## src/rtl/pixel_scan_sequencer.sv

```systemverilog
`default_nettype none
// ============================================================================
// Module   : pixel_scan_sequencer
// Purpose  : Walks a rows x cols pixel window; per pixel it handshakes pixel
//            select, waits the settle time, fires one ADC capture and waits.
// Revision : 1.0  initial release
// ============================================================================
module pixel_scan_sequencer #(
    parameter int MAX_DIM = 112
) (
    input  logic       clk,
    input  logic       reset,
    input  logic       frame_start,
    input  logic       frame_abort,
    input  logic [7:0] num_rows,
    input  logic [7:0] num_cols,
    input  logic [7:0] settle_counts,
    input  logic       pixel_ack,
    input  logic       adc_capture_done,
    output logic       pixel_req,
    output logic [7:0] row,
    output logic [7:0] col,
    output logic       adc_capture_start,
    output logic       newline_sample,
    output logic       frame_done,
    output logic       busy
);

    localparam int         CW        = $clog2(MAX_DIM);
    localparam logic [7:0] C_MAX_DIM = 8'(MAX_DIM);

    typedef enum logic [2:0] {
        S_IDLE    = 3'd0,
        S_SELECT  = 3'd1,
        S_SETTLE  = 3'd2,
        S_CAPTURE = 3'd3,
        S_ADVANCE = 3'd4,
        S_DONE    = 3'd5
    } state_t;

    state_t        r_state, w_state_nxt;
    logic [CW-1:0] r_row, r_col, r_row_last, r_col_last;
    logic [CW-1:0] w_row_nxt, w_col_nxt, w_row_last_nxt, w_col_last_nxt;
    logic [7:0]    r_settle, r_cnt, w_settle_nxt, w_cnt_nxt;
    logic [7:0]    w_rows_clamped, w_cols_clamped;
    logic          w_cap_entry;

    always_comb begin
        w_rows_clamped = (num_rows == 8'd0 || num_rows > C_MAX_DIM) ? C_MAX_DIM : num_rows;
        w_cols_clamped = (num_cols == 8'd0 || num_cols > C_MAX_DIM) ? C_MAX_DIM : num_cols;

        w_state_nxt    = r_state;
        w_row_nxt      = r_row;
        w_col_nxt      = r_col;
        w_row_last_nxt = r_row_last;
        w_col_last_nxt = r_col_last;
        w_settle_nxt   = r_settle;
        w_cnt_nxt      = r_cnt;

        case (r_state)
            S_IDLE: begin
                if (frame_start) begin
                    w_state_nxt    = S_SELECT;
                    w_row_last_nxt = CW'(w_rows_clamped - 8'd1);
                    w_col_last_nxt = CW'(w_cols_clamped - 8'd1);
                    w_settle_nxt   = settle_counts;
                    w_row_nxt      = '0;
                    w_col_nxt      = '0;
                end
            end
            S_SELECT: begin
                if (pixel_ack) begin
                    if (r_settle == 8'd0) begin
                        w_state_nxt = S_CAPTURE;
                    end else begin
                        w_state_nxt = S_SETTLE;
                        w_cnt_nxt   = r_settle;
                    end
                end
            end
            S_SETTLE: begin
                if (r_cnt == 8'd1) begin
                    w_state_nxt = S_CAPTURE;
                end else begin
                    w_cnt_nxt = r_cnt - 8'd1;
                end
            end
            S_CAPTURE: begin
                // A done coincident with our own start pulse belongs to a prior conversion.
                if (adc_capture_done && !adc_capture_start) begin
                    w_state_nxt = S_ADVANCE;
                end
            end
            S_ADVANCE: begin
                if (r_col < r_col_last) begin
                    w_col_nxt   = r_col + 1'b1;
                    w_state_nxt = S_SELECT;
                end else if (r_row < r_row_last) begin
                    w_col_nxt   = '0;
                    w_row_nxt   = r_row + 1'b1;
                    w_state_nxt = S_SELECT;
                end else begin
                    w_state_nxt = S_DONE;
                end
            end
            S_DONE:  w_state_nxt = S_IDLE;
            default: w_state_nxt = S_IDLE;
        endcase

        if (frame_abort) begin
            w_state_nxt = S_IDLE;
            w_row_nxt   = '0;
            w_col_nxt   = '0;
        end

        w_cap_entry = (w_state_nxt == S_CAPTURE) && (r_state != S_CAPTURE);
    end

    always_ff @(posedge clk or posedge reset) begin
        if (reset) begin
            r_state           <= S_IDLE;
            r_row             <= '0;
            r_col             <= '0;
            r_row_last        <= '0;
            r_col_last        <= '0;
            r_settle          <= 8'd0;
            r_cnt             <= 8'd0;
            pixel_req         <= 1'b0;
            adc_capture_start <= 1'b0;
            newline_sample    <= 1'b0;
            frame_done        <= 1'b0;
            busy              <= 1'b0;
        end else begin
            r_state           <= w_state_nxt;
            r_row             <= w_row_nxt;
            r_col             <= w_col_nxt;
            r_row_last        <= w_row_last_nxt;
            r_col_last        <= w_col_last_nxt;
            r_settle          <= w_settle_nxt;
            r_cnt             <= w_cnt_nxt;
            pixel_req         <= (w_state_nxt == S_SELECT);
            adc_capture_start <= w_cap_entry;
            newline_sample    <= w_cap_entry && (w_col_nxt == '0);
            frame_done        <= (w_state_nxt == S_DONE);
            busy              <= (w_state_nxt != S_IDLE);
        end
    end

    assign row = 8'(r_row);
    assign col = 8'(r_col);

endmodule
`default_nettype wire

```

## config.mk

```make
export PLATFORM = sky130hd
export DESIGN_NAME = pixel_scan_sequencer
export DESIGN_NICKNAME = d
export VERILOG_FILES = /design/src/rtl/pixel_scan_sequencer.sv
export SDC_FILE = /design/constraint.sdc
export NUM_CORES = 1
export LEC_CHECK = 0
export ABC_AREA = 0
export BUFFER_PORTS_ARGS = -buffer_cell sky130_fd_sc_hd__buf_2
export CORE_AREA = 2 2 73 81
export DETAILED_ROUTE_END_ITERATION = 8
export DIE_AREA = 0 0 75 83
export PLACE_DENSITY = 0.83
export SETUP_SLACK_MARGIN = 0.1
export SLEW_MARGIN = 15
export SYNTH_ARGS = -nofsm -noshare
export SYNTH_HDL_FRONTEND = slang
export SYNTH_SLANG_ARGS = --single-unit
```

## constraint.sdc

```tcl
create_clock -name clk -period 7.2 [get_ports clk]
set_input_delay 1.08 -clock clk [delete_from_list [all_inputs] [get_ports clk]]
set_output_delay 1.08 -clock clk [all_outputs]
set_load 0.1 [all_outputs]
```

==> impl_metrics.json <==
{
  "n_antenna_cell": 0,
  "setup_ws_ps": 4090,
  "via_per_inst": 5.65,
  "fin_nets": 464,
  "grt_overflow_total": 0,
  "gp_congestion": 0.888,
  "slew_headroom": 0.425,
  "wl_um": 6850,
  "clk_path_buf_depth": 2,
  "post_cts_buffers": 0,
  "ys_ff_latch": 52,
  "fin_worst_skew_ps": 8.61,
  "clock_latency_ps": 310,
  "p_total_mw": 0.780,
  "slew_viol_final": 0,
  "met2_usage": 0.363,
  "critical_path_class": "input port to flop",
  "max_freq_ghz": 0.322,
  "synth_top_flop_cell": "dfrtp_1",
  "cp_data_arrival_time_ps": 3280,
  "ctsHoldBuffers": 0,
  "syn_area_um2": 3200,
  "initial_utilization": 0.596,
  "synthDistinctLibCells": 62,
  "setup_viol": 0,
  "placed_cell_area_um2": 3470,
  "mostFrequentLayoutCell": "nand2_1",
  "cp_cell_sequence": "buf_2 -> or4_1 -> and4_1 -> nor3_2 -> nand2_1 -> ha_1 -> a21oi_1 -> mux2i_1 -> nand3_1 -> o21ai_0",
  "postSynthAreaPerCell_um2": 8.57,
  "cp-start-kind": "input port",
  "use_met1": 0.325,
  "grt_pass1_vias": 2662,
  "cts_inserted_buffers": 5,
  "synth_edf_count": 0,
  "antenna_found_initial": 0,
  "cts_tree": "built",
  "seq_area_frac_synth": 0.407,
  "synth_warnings": 0,
  "h-tree-depth": 2,
  "tns_ps": 0,
  "vias": 2779,
  "layout_common_cells": "55 x nand2_1, 52 x dfrtp_1, 48 x buf_2",
  "outcome": "completed",
  "pre_cts_ws_ps": 3810,
  "cellLeakagePower_nw": 1.71,
  "grt_pass1_wl_um": 11700,
  "rows": 28,
  "grt_setup_unrepaired": "false",
  "route.detailed.drc": 0,
  "port_buffers": 48,
  "cp_max_fo": 7,
  "nFillCells": 442,
  "die-area_um2": 6230,
  "finalInstanceArea_um2": 3560,
  "grt_max_degree": 53,
  "syn_inst": 373,
  "die_y_um": 83,
  "critical_path_required_ps": 7380,
  "fin_crit_ps": 3110,
  "worst_pin_slew_ps": 859,
  "fin_crit_sh": 0.432,
  "drtPass1Iterations": 4,
  "cts_resized": 0,
  "min_path_type": "flop to flop",
  "wl_per_cell_um": 13.9,
  "cp_slowest_cell": "or4_1",
  "ios": 51,
  "clk_pin_slew_worst_paths_ps": 80,
  "area_delta_synth_final_pct": 11.5,
  "clock-sinks": 52,
  "crit_path_end_kind": "flop",
  "drv_cap": 0,
  "track_usage": 0.234,
  "die_w_um": 75,
  "grt_use_met3": 0.0352,
  "root_buffer": "clkbuf_8",
  "ant_nets": 0,
  "drt_iter0_drc": 258,
  "grt-busiest-layer": "met2",
  "async_reset_ff_frac": 1.00,
  "vdd_drop_max_mv": 0.140,
  "power_per_cell_area_nw_per_um2": 219,
  "core_um2": 5360,
  "hold_viol": 0,
  "crit_path_max_incr_delay_ps": 590,
  "dp.final_hpwl_um": 5030,
  "drive_gt1_frac": 0.168
}
==> cell type report <==
class,count,area [um2],area share
clock buffer,8,90.1,0.0253
inverter,25,95.1,0.0267
timing repair buffer,50,255,0.0717
tap,75,93.8,0.0263
sequential,52,1300,0.365
multi-input combinational,282,1730,0.485
==> report_power, final <==
group          internal (mW)  switching [mW]
clock                 0.0786          0.0911
combinational         0.0769           0.138
sequential             0.347          0.0478
==> flip-flops by register name (all words and copies together), names as in the netlist <==
| name | cells |
|---|---|
| busy | 1 |
| r_col_last | 7 |
| r_cnt | 8 |
| r_row_last | 7 |
| r_row | 7 |
| newline_sample | 1 |
| pixel_req | 1 |
| frame_done | 1 |
| r_state | 3 |
| adc_capture_start | 1 |
| r_settle | 8 |
| r_col | 7 |
==> per-stage QoR <==
step                      hold slack [ps]  utilization  instances
after floorplan                       450            -        374
after global routing                  544        0.665        492
after detailed placement              470        0.648        484
after global placement                464        0.648        484
after CTS                             490        0.664        492
final                                 488        0.665        492
==> worst paths after layout <==
check / start / end / slack [ps] / cells after the start
min in group asynchronous: reset / newline_sample / 920 / 2
hold reg to reg: r_row_last[2] / r_row_last[2] / 490 / 2
max in group asynchronous: reset / r_row_last[0] / 5770 / 2
hold / removal: r_row_last[2] / r_row_last[2] / 490 / 2
setup reg to reg: r_col[4] / newline_sample / 4440 / 8
setup / recovery: num_rows[0] / r_row_last[4] / 4090 / 10
==> metal layers <==
metal / up-vias / part of all wire
li1: 1405 / -
met1: 1265 / 0.46
met2: 93 / 0.47
met3: 16 / 0.046
met4: 0 / 0.020
met5: - / 0
==> cells in the mapped netlist (6+ instances only) <==
cell type / count / area (um2)
nand2_1: 55 / 206
dfrtp_1: 52 / 1300
a21oi_1: 29 / 145
nor2_1: 29 / 109
inv_1: 25 / 93.8
o21ai_0: 25 / 125
ha_1: 18 / 225
nand3_1: 11 / 55.1
clkbuf_1: 10 / 37.5
a31oi_1: 8 / 50.1
nor3_1: 7 / 35.0
or4_1: 6 / 45.0
xnor2_1: 6 / 52.6
==> critical path: cells and delay by family <==
family	cells	cell delay, ps
compound gates	2	260
buf+inv	1	120
simple gates	5	1460
mux	1	90
fa+ha+maj	1	280
==> kinds of logic (layout without fill, tap and decap cells) <==
family / after synthesis / after routing / share of synthesized area
simple gates: 155 / 155 / 0.246
flops: 52 / 52 / 0.407
compound gates: 94 / 94 / 0.184
xor+xnor: 10 / 10 / 0.0274
buf+inv: 40 / 83 / 0.0536
fa+ha+maj: 18 / 18 / 0.0705
mux: 3 / 3 / 0.00940
other cells: 1 / 2 / 0.00117
Note: power is estimated with default switching activity, not from simulation.
